$ cat src/rtl/exmem_pkg.sv
// Shared widths, payload layout and skid-buffer occupancy encoding for the EX/MEM stage.
package exmem_pkg;

    localparam int DATA_W       = 32;
    localparam int REG_W        = 5;
    localparam int WB_W         = 3;
    localparam int M_W          = 3;
    localparam int REGWRITE_BIT = 0;
    localparam int CNT_W        = 16;

    typedef struct packed {
        logic [WB_W-1:0]   wb;
        logic [M_W-1:0]    m;
        logic [DATA_W-1:0] alu;
        logic [DATA_W-1:0] wdata;
        logic [DATA_W-1:0] pcplus;
        logic [REG_W-1:0]  rd;
    } exmem_bundle_t;

    localparam int BUNDLE_W = $bits(exmem_bundle_t);

    typedef enum logic [1:0] {
        BUF_EMPTY = 2'd0,
        BUF_ONE   = 2'd1,
        BUF_TWO   = 2'd2
    } buf_state_e;

endpackage

$ cat src/rtl/exmem_skid_stage_if.sv
// EX-side and MEM-side handshake bundle of the EX/MEM stage, plus its observation taps.
interface exmem_skid_stage_if #(
    parameter int DATA_W = exmem_pkg::DATA_W,
    parameter int REG_W  = exmem_pkg::REG_W,
    parameter int WB_W   = exmem_pkg::WB_W,
    parameter int M_W    = exmem_pkg::M_W,
    parameter int CNT_W  = exmem_pkg::CNT_W
);
    import exmem_pkg::*;

    logic              flush;
    logic              in_valid;
    logic              in_ready;
    logic [WB_W-1:0]   in_wb;
    logic [M_W-1:0]    in_m;
    logic [DATA_W-1:0] in_alu;
    logic [DATA_W-1:0] in_wdata;
    logic [DATA_W-1:0] in_pcplus;
    logic [REG_W-1:0]  in_rd;
    logic              out_valid;
    logic              out_ready;
    logic [WB_W-1:0]   out_wb;
    logic [M_W-1:0]    out_m;
    logic [DATA_W-1:0] out_alu;
    logic [DATA_W-1:0] out_wdata;
    logic [DATA_W-1:0] out_pcplus;
    logic [REG_W-1:0]  out_rd;
    logic              fwd_en;
    logic [REG_W-1:0]  fwd_rd;
    logic [DATA_W-1:0] fwd_data;
    logic [CNT_W-1:0]  stall_cnt;

    modport master (
        output flush, in_valid, in_wb, in_m, in_alu, in_wdata, in_pcplus, in_rd, out_ready,
        input  in_ready, out_valid, out_wb, out_m, out_alu, out_wdata, out_pcplus, out_rd,
        input  fwd_en, fwd_rd, fwd_data, stall_cnt
    );

    modport slave (
        input  flush, in_valid, in_wb, in_m, in_alu, in_wdata, in_pcplus, in_rd, out_ready,
        output in_ready, out_valid, out_wb, out_m, out_alu, out_wdata, out_pcplus, out_rd,
        output fwd_en, fwd_rd, fwd_data, stall_cnt
    );

endinterface

$ cat src/rtl/skid_buf.sv
// Two-entry elastic buffer (main + skid) with registered in_ready and synchronous clear.
module skid_buf #(
    parameter int W = 8
) (
    input  logic         clk,
    input  logic         rst_n,
    input  logic         clr,
    input  logic         in_valid,
    output logic         in_ready,
    input  logic [W-1:0] in_data,
    output logic         out_valid,
    input  logic         out_ready,
    output logic [W-1:0] out_data
);
    import exmem_pkg::*;

    buf_state_e state, state_nxt;
    logic [W-1:0] main_q;
    logic [W-1:0] skid_q;
    logic         load_main;
    logic         main_from_skid;
    logic         load_skid;
    logic         accept;
    logic         consume;

    // in_ready depends only on the state register, so no stall path reaches EX combinationally.
    assign in_ready  = (state != BUF_TWO);
    assign out_valid = (state != BUF_EMPTY);
    assign out_data  = main_q;
    assign accept    = in_valid & in_ready;
    assign consume   = out_valid & out_ready;

    always_ff @(posedge clk or negedge rst_n) begin
        if (!rst_n) state <= BUF_EMPTY;
        else        state <= state_nxt;
    end

    always_comb begin
        state_nxt      = state;
        load_main      = 1'b0;
        main_from_skid = 1'b0;
        load_skid      = 1'b0;
        if (clr) begin
            state_nxt = BUF_EMPTY;
        end else begin
            case (state)
                BUF_EMPTY: if (accept) begin
                    load_main = 1'b1;
                    state_nxt = BUF_ONE;
                end
                BUF_ONE: begin
                    if (consume && accept) begin
                        load_main = 1'b1;
                    end else if (consume) begin
                        state_nxt = BUF_EMPTY;
                    end else if (accept) begin
                        load_skid = 1'b1;
                        state_nxt = BUF_TWO;
                    end
                end
                BUF_TWO: if (consume) begin
                    main_from_skid = 1'b1;
                    state_nxt      = BUF_ONE;
                end
                default: state_nxt = BUF_EMPTY;
            endcase
        end
    end

    always_ff @(posedge clk or negedge rst_n) begin
        if (!rst_n)              main_q <= '0;
        else if (main_from_skid) main_q <= skid_q;
        else if (load_main)      main_q <= in_data;
    end

    always_ff @(posedge clk) begin
        if (load_skid) skid_q <= in_data;
    end

endmodule

$ cat src/rtl/exmem_skid_stage.sv
// EX/MEM elastic pipeline stage: skid buffer plus flush, NOP-gated control, WB forwarding tap and stall counter.
module exmem_skid_stage #(
    parameter int DATA_W       = exmem_pkg::DATA_W,
    parameter int REG_W        = exmem_pkg::REG_W,
    parameter int WB_W         = exmem_pkg::WB_W,
    parameter int M_W          = exmem_pkg::M_W,
    parameter int REGWRITE_BIT = exmem_pkg::REGWRITE_BIT,
    parameter int CNT_W        = exmem_pkg::CNT_W
) (
    input logic               clk,
    input logic               rst_n,
    exmem_skid_stage_if.slave bus
);
    import exmem_pkg::*;

    localparam int W = WB_W + M_W + 3 * DATA_W + REG_W;

    logic [W-1:0]      in_payload;
    logic [W-1:0]      out_payload;
    logic              vld;
    logic [WB_W-1:0]   wb_raw;
    logic [M_W-1:0]    m_raw;
    logic [DATA_W-1:0] alu_raw;
    logic [DATA_W-1:0] wdata_raw;
    logic [DATA_W-1:0] pcplus_raw;
    logic [REG_W-1:0]  rd_raw;
    logic [CNT_W-1:0]  stall_cnt_q;

    assign in_payload = {bus.in_wb, bus.in_m, bus.in_alu, bus.in_wdata, bus.in_pcplus, bus.in_rd};

    skid_buf #(.W(W)) u_buf (
        .clk       (clk),
        .rst_n     (rst_n),
        .clr       (bus.flush),
        .in_valid  (bus.in_valid),
        .in_ready  (bus.in_ready),
        .in_data   (in_payload),
        .out_valid (vld),
        .out_ready (bus.out_ready),
        .out_data  (out_payload)
    );

    assign {wb_raw, m_raw, alu_raw, wdata_raw, pcplus_raw, rd_raw} = out_payload;

    // Control fields read as a NOP whenever no bundle is presented to MEM.
    assign bus.out_valid  = vld;
    assign bus.out_wb     = vld ? wb_raw : '0;
    assign bus.out_m      = vld ? m_raw  : '0;
    assign bus.out_alu    = alu_raw;
    assign bus.out_wdata  = wdata_raw;
    assign bus.out_pcplus = pcplus_raw;
    assign bus.out_rd     = rd_raw;

    assign bus.fwd_en   = vld & wb_raw[REGWRITE_BIT];
    assign bus.fwd_rd   = rd_raw;
    assign bus.fwd_data = alu_raw;

    always_ff @(posedge clk or negedge rst_n) begin
        if (!rst_n)
            stall_cnt_q <= '0;
        else if (vld && !bus.out_ready && (stall_cnt_q != {CNT_W{1'b1}}))
            stall_cnt_q <= stall_cnt_q + 1'b1;
    end

    assign bus.stall_cnt = stall_cnt_q;

endmodule
$ cat src/flat_wrapper.sv
// flat-port wrapper written by rule: the top's interface ports become plain ports
module exmem_skid_stage_flat import exmem_pkg::*;
#(
    parameter int DATA_W       = exmem_pkg::DATA_W,
    parameter int REG_W        = exmem_pkg::REG_W,
    parameter int WB_W         = exmem_pkg::WB_W,
    parameter int M_W          = exmem_pkg::M_W,
    parameter int REGWRITE_BIT = exmem_pkg::REGWRITE_BIT,
    parameter int CNT_W        = exmem_pkg::CNT_W
)
  (clk, rst_n, bus_flush, bus_in_valid, bus_in_wb, bus_in_m, bus_in_alu, bus_in_wdata, bus_in_pcplus, bus_in_rd, bus_out_ready, bus_in_ready, bus_out_valid, bus_out_wb, bus_out_m, bus_out_alu, bus_out_wdata, bus_out_pcplus, bus_out_rd, bus_fwd_en, bus_fwd_rd, bus_fwd_data, bus_stall_cnt);
  exmem_skid_stage_if #(.DATA_W(DATA_W), .REG_W(REG_W), .WB_W(WB_W), .M_W(M_W), .CNT_W(CNT_W)) bus_i ();
  input logic clk;
  input logic rst_n;
  input wire logic [$bits(bus_i.flush)-1:0] bus_flush;
  input wire logic [$bits(bus_i.in_valid)-1:0] bus_in_valid;
  input wire logic [$bits(bus_i.in_wb)-1:0] bus_in_wb;
  input wire logic [$bits(bus_i.in_m)-1:0] bus_in_m;
  input wire logic [$bits(bus_i.in_alu)-1:0] bus_in_alu;
  input wire logic [$bits(bus_i.in_wdata)-1:0] bus_in_wdata;
  input wire logic [$bits(bus_i.in_pcplus)-1:0] bus_in_pcplus;
  input wire logic [$bits(bus_i.in_rd)-1:0] bus_in_rd;
  input wire logic [$bits(bus_i.out_ready)-1:0] bus_out_ready;
  output wire logic [$bits(bus_i.in_ready)-1:0] bus_in_ready;
  output wire logic [$bits(bus_i.out_valid)-1:0] bus_out_valid;
  output wire logic [$bits(bus_i.out_wb)-1:0] bus_out_wb;
  output wire logic [$bits(bus_i.out_m)-1:0] bus_out_m;
  output wire logic [$bits(bus_i.out_alu)-1:0] bus_out_alu;
  output wire logic [$bits(bus_i.out_wdata)-1:0] bus_out_wdata;
  output wire logic [$bits(bus_i.out_pcplus)-1:0] bus_out_pcplus;
  output wire logic [$bits(bus_i.out_rd)-1:0] bus_out_rd;
  output wire logic [$bits(bus_i.fwd_en)-1:0] bus_fwd_en;
  output wire logic [$bits(bus_i.fwd_rd)-1:0] bus_fwd_rd;
  output wire logic [$bits(bus_i.fwd_data)-1:0] bus_fwd_data;
  output wire logic [$bits(bus_i.stall_cnt)-1:0] bus_stall_cnt;
  assign bus_i.flush = bus_flush;
  assign bus_i.in_valid = bus_in_valid;
  assign bus_i.in_wb = bus_in_wb;
  assign bus_i.in_m = bus_in_m;
  assign bus_i.in_alu = bus_in_alu;
  assign bus_i.in_wdata = bus_in_wdata;
  assign bus_i.in_pcplus = bus_in_pcplus;
  assign bus_i.in_rd = bus_in_rd;
  assign bus_i.out_ready = bus_out_ready;
  assign bus_in_ready = bus_i.in_ready;
  assign bus_out_valid = bus_i.out_valid;
  assign bus_out_wb = bus_i.out_wb;
  assign bus_out_m = bus_i.out_m;
  assign bus_out_alu = bus_i.out_alu;
  assign bus_out_wdata = bus_i.out_wdata;
  assign bus_out_pcplus = bus_i.out_pcplus;
  assign bus_out_rd = bus_i.out_rd;
  assign bus_fwd_en = bus_i.fwd_en;
  assign bus_fwd_rd = bus_i.fwd_rd;
  assign bus_fwd_data = bus_i.fwd_data;
  assign bus_stall_cnt = bus_i.stall_cnt;
  exmem_skid_stage #(.DATA_W(DATA_W), .REG_W(REG_W), .WB_W(WB_W), .M_W(M_W), .REGWRITE_BIT(REGWRITE_BIT), .CNT_W(CNT_W)) u_core (.clk(clk), .rst_n(rst_n), .bus(bus_i));
endmodule
$ cat config.mk
export PLATFORM = sky130hd
export DESIGN_NAME = exmem_skid_stage_flat
export DESIGN_NICKNAME = d
export VERILOG_FILES = /design/src/rtl/exmem_pkg.sv /design/src/rtl/exmem_skid_stage_if.sv /design/src/rtl/skid_buf.sv /design/src/rtl/exmem_skid_stage.sv /design/src/flat_wrapper.sv
export SDC_FILE = /design/constraint.sdc
export NUM_CORES = 1
export LEC_CHECK = 0
export CAP_MARGIN = 20
export CORE_MARGIN = 8
export CORE_UTILIZATION = 53
export DETAILED_ROUTE_END_ITERATION = 8
export GPL_TIMING_DRIVEN = 0
export PLACE_DENSITY_LB_ADDON = 0.08
export SYNTH_ARGS = -nofsm -noshare
export SYNTH_HDL_FRONTEND = slang
export SYNTH_SLANG_ARGS = --single-unit
$ cat constraint.sdc
create_clock -name clk -period 16.1 [get_ports clk]
set_input_delay 2.415 -clock clk [delete_from_list [all_inputs] [get_ports clk]]
set_output_delay 2.415 -clock clk [all_outputs]
set_load 0.02 [all_outputs]
==> run summary, run 1 <==
outcome: completed
Die X: 156 um
synthesized flop and latch total: 232
synth unique cells: 30
CTS tree: built
area of the multi-input gates: 2890 sq um
I/O Pins: 275
IO buf count: 274
final RePlAce weighted congestion: 0.771
CP max stage cell: clkdlybuf4s50_1
WHS: 0.493 ns
Final Hold Viols: 0
Hold Crit Start: u_core.bus.stall_cnt[15]
reg2reg path depth: 6
ys flop type: dfrtp_1
DRC viols: 0
CP Class: reg2out
WHS Endpoint: u_core.bus.stall_cnt[15]
Routed WL: 24400 um
DR vias: 6288
Lkg Pwr: 5.79 nW
first drt pass iteration count: 4
Min-Delay Path Class: reg2reg
Die ar.: 24500 sq um
MaxCap Viol Count: 0
setup bufs post-CTS: 0
initial antenna violation count: 1
DR vias/cell: 4.92
Synth Cell Area: 10500 sq um
CP Launch Type: flop
detailed-placement wirelength estimate: 18300 um
Std-Cell Rows: 51
VDD IR max: 0.0000922 V
Power Density: 126 nW/um^2
CP peak stage delay: 0.53 ns
CTS sink cnt: 232
total track usage: 19.6%
data required time of the worst path: 13.69 ns
syn avg cell area: 15.4 sq um
Yosys warning count: 0
nets@finish: 1105
clk buf depth: 3
RSZ-0062 raised after global routing: no
storage element area: 6340 sq um
violation count after the first detailed-routing iteration: 170
total power: 1.84 mW
post-route insts no fill: 1278
CTS buffer count: 25
worst-margin pin slew: 0.795 ns
WP buf/inv: 2
hold path depth: 1
Rel. slew slack: 46.7%
pin count of the biggest net entering global routing: 88
endpoint class of the critical path: output pin
cts hold-fix bufs: 0
gr ovfl total: 0
async set-reset flop share out of synthesis: 53.9%
Setup Skew: 0.0119 ns
average wire per standard cell: 19.1 um
Core Area: 19400 sq um
first-pass GRT wire length: 38100 um
CTS-repair resized insts: 0
Clock Root Buffer: clkbuf_16
Tmin final: 4.73 ns
Die Y: 156 um
post-route ant nets: 0
Final Cycle Share: 29.4%
CP Data Arrival Time: 2.31 ns
fmax: 0.211 GHz
Setup TNS: 0 ns
delay-heaviest family, CP: buffers and inverters
Clock Pin Slew Worst Setup and Hold Paths: 0.06 ns
Reg-to-Reg Start: u_core.u_buf.state[1]
share of cells above drive strength 1: 40.3%
CP Cell Sequence: nor2_1, nor2b_1, buf_4, clkdlybuf4s50_1
final core utilization: 75.0%
later-pin clock latency in the skew report: 0.51 ns
Fillers: 1281
Reg2Reg Capture Point: u_core.u_buf.skid_q[92]
Slew Viols, Final: 0
Seq/Total Area, Yosys: 60.6%
H-Tree Level Count: 1
DP Cell Count: 1230
Initial Util: 53.9%
Crit Path Max Fanout: 7
vias in the first global route: 6975
Mapped Nets: 793
Setup violations, final: 0
Layout area overhead: 39.1%
reg2reg setup slack: 13.74 ns
number of synthesized flops with an enable pin: 107
Mapped Cells: 680
-- cell usage after synthesis (all sizes together), types with 2 or more instances --
master  number  area share, %
edfxtp     107             31
mux2       215             23
nand3        7           0.33
buf        164             12
o21bai       2           0.14
xnor2       14            1.2
nand2        7           0.25
and4         4           0.33
nor2         6           0.22
dfrtp      125             30
nor2b        6           0.36
nand4        7           0.42
nor4         2           0.12
-- per-stage QoR --
step	instance area, sq um	setup slack (ns)
detailed placement	13700	11.29
global placement	13500	1.00
CTS	14500	11.28
finish	14500	11.37
floorplan	10500	5.58
global route	14500	11.25
-- power by group --
group	total, mW	internal [mW]	leakage, nW	switching, mW
clock network	0.591	0.364	0.420	0.227
registers	0.733	0.686	2.46	0.0466
logic	0.512	0.300	2.90	0.212
-- routing by layer --
metal  share of wire, %  GRT usage, %  routed length [um]  vias to the layer above
li1                   -             -                   -                     2923
met1                 38          22.2                9330                     3129
met2                 51          35.1               12600                      202
met3                8.4          6.12                2060                       34
met4                1.9          5.22                 472                        0
met5                  0             0                   0                        -
-- cell families (layout without fill, tap and decap cells) --
group | Yosys count | in the layout | share of synthesized area (%)
AOI/OAI and AO/OA | 5 | 5 | 0.419
xor gates and xnor gates | 15 | 15 | 1.26
adders and majority gates | 1 | 1 | 0.120
buffers and inverters | 165 | 496 | 11.7
DFF | 232 | 232 | 60.6
muxes | 216 | 216 | 23.2
other | 0 | 2 | 0
and+or+nand+nor | 46 | 46 | 2.58
-- how the worst max path moves through the flow --
stage | start | endpoint | slack (ns) | depth (start not counted)
floorplan | bus_flush | u_core.u_buf.skid_q[0] | 5.58 | 1
global placement | bus_out_ready | u_core.u_buf.skid_q[69] | 1.00 | 2
detailed placement | bus_in_valid | u_core.u_buf.skid_q[69] | 11.29 | 7
global route | u_core.u_buf.state[1] | bus_out_wb[0] | 11.25 | 4
CTS | u_core.u_buf.state[1] | bus_out_wb[0] | 11.28 | 4
finish | u_core.u_buf.state[1] | bus_out_wb[0] | 11.37 | 4
-- flip-flops by register name, summed over array words and instances (netlist names) --
| signal | count |
|---|---|
| u_core.u_buf.state | 2 |
| u_core.bus.stall_cnt | 16 |
| u_core.u_buf.out_data | 107 |
| u_core.u_buf.skid_q | 107 |
-- area by class of cell --
class,instances,share of cell area [%]
plain buffers,164,8.42
well taps,265,2.28
clock inverters,13,1.20
multi-input cells,283,19.9
repair buffers,285,19.9
inverters,1,0.0258
diodes,2,0.0344
clock buffers,33,4.71
flip-flops and latches,232,43.6
-- placed cells by master, fill, tap and decap left out, types with 6 or more instances in the layout --
cell / count
dfrtp_1: 125
edfxtp_1: 107
nand4_1: 7
nand2_1: 7
nor2_1: 6
buf_2: 16
clkdlybuf4s50_1: 273
nand3_1: 7
clkinv_2: 6
mux2_2: 185
nor2b_1: 6
clkbuf_16: 25
xnor2_1: 14
buf_4: 140
buf_6: 17
mux2_1: 30
No activity file was read; power rests on OpenSTA's default activity.
==> inputs of run 2 (changes only) <==
Settings changed: CORE_UTILIZATION 53 to 49.
Clock period 16.1 ns to 4.85 ns, I/O delays scaled along.
==> run summary, run 2 (synthesis results as in run 1) <==
area of the multi-input gates: 2900 sq um
storage element area: 6340 sq um
data required time of the worst path: 4.12 ns
CP Data Arrival Time: 2.20 ns
Clock Pin Slew Worst Setup and Hold Paths: 0.06 ns
CP peak stage delay: 0.53 ns
CTS buffer count: 26
first drt pass iteration count: 6
initial antenna violation count: 0
Final Hold Viols: 0
Slew Viols, Final: 0
Die X: 162 um
clk buf depth: 3
fmax: 0.341 GHz
Rel. slew slack: 29.7%
final RePlAce weighted congestion: 0.745
setup bufs post-CTS: 0
CTS tree: built
ant diodes: 0
Min-Delay Path Class: in2async
Std-Cell Rows: 53
share of cells above drive strength 1: 39.4%
MaxCap Viol Count: 0
CP Class: reg2out
Lkg Pwr: 5.76 nW
final core utilization: 69.3%
violation count after the first detailed-routing iteration: 173
vias in the first global route: 6564
gr ovfl total: 0
DR vias: 6160
Fillers: 1514
Die ar.: 26300 sq um
nets@finish: 1102
outcome: completed
Final Cycle Share: 60.4%
Clock Root Buffer: clkbuf_16
CP Cell Sequence: nor2_1, nor2b_1, buf_4, clkdlybuf4s50_1
average wire per standard cell: 18.1 um
Die Y: 162 um
post-route ant nets: 0
Crit Path Max Fanout: 7
Routed WL: 23200 um
Tmin final: 2.93 ns
first-pass GRT wire length: 36500 um
Setup Skew: 0.00934 ns
Setup TNS: 0 ns
CP Launch Type: flop
CTS sink cnt: 232
CTS-repair resized insts: 0
later-pin clock latency in the skew report: 0.52 ns
total track usage: 17.4%
VDD IR max: 0.000382 V
endpoint class of the critical path: output pin
total power: 5.96 mW
Power Density: 410 nW/um^2
CP max stage cell: clkdlybuf4s50_1
DRC viols: 0
H-Tree Level Count: 1
Setup violations, final: 0
DR vias/cell: 4.80
commonest non-fill, non-tap cells in the layout: 273 x clkdlybuf4s50_1, 185 x mux2_2, 139 x buf_4, 125 x dfrtp_1, 107 x edfxtp_1
pin count of the biggest net entering global routing: 77
IO buf count: 274
commonest non-fill, non-tap cell in the layout: clkdlybuf4s50_1
Initial Util: 49.9%
worst-margin pin slew: 1.05 ns
detailed-placement wirelength estimate: 16900 um
I/O Pins: 275
cts hold-fix bufs: 0
Core Area: 21000 sq um
RSZ-0062 raised after global routing: no
Layout area overhead: 38.8%
## run 2: cell count changes in the layout (fill, tap and decap cells not counted), moves of 2 or more
cell	change
bufinv_16	-3
buf_16	+3
diode_2	-2
buf_6	-7
clkinv_1	+6
clkbuf_16	+2
clkinvlp_4	-2
## run 2: where the power goes
part | switching, mW | internal (mW) | leakage, nW | total (mW)
Clock | 0.758 | 1.10 | 0.401 | 1.85
Sequential | 0.147 | 2.28 | 2.46 | 2.42
Combinational | 0.685 | 0.996 | 2.90 | 1.68
## run 2: final timing paths
kind	startpoint	to	slack, ns	depth (start not counted)
worst max-delay path	u_core.u_buf.state[1]	bus_out_wb[0]	1.92	4
worst min-delay path	rst_n	u_core.u_buf.out_data[52]	0.14	1
worst max register to register	u_core.u_buf.state[1]	u_core.u_buf.skid_q[68]	2.53	4
worst min register to register	u_core.u_buf.out_data[9]	u_core.u_buf.out_data[9]	0.50	1
max in group asynchronous	rst_n	u_core.u_buf.out_data[13]	3.92	2
min in group clk	u_core.u_buf.out_data[9]	u_core.u_buf.out_data[9]	0.50	1
## run 2: per-layer routing
| metal | global-route usage, % | part of all wire (%) |
|---|---|---|
| met1 | 22.1 | 42 |
| met3 | 4.23 | 6.9 |
| met5 | 0 | 0 |
| met4 | 3.83 | 1.3 |
| met2 | 29.6 | 49 |
## run 2: final cells by class
type                       instances  area share, %
buffer                           164           8.44
clock buffer                      35           5.00
clock inverter                    13          0.569
inverter                           1         0.0258
multi-input combinational        283           20.0
sequential                       232           43.7
tap                              275           2.37
timing repair buffer             281           20.0
## run 2: worst max-delay path, delay by kind of cell (launching register included)
kind                   cells  cell delay [ns]
buffers and inverters      2             0.69
AND/OR/NAND/NOR            2             0.55
flip-flops                 1             0.45
## run 2: metrics by stage
stage	setup slack [ns]	cell area [sq um]	hold slack [ns]	std cells
finish	1.92	14500	0.138	1284
CTS	1.86	14500	0.152	1284
floorplan	1.01	10500	0.432	680
global route	1.77	14500	0.176	1284
global placement	-2.39	13600	0.481	1229
detailed placement	1.76	13700	0.489	1236
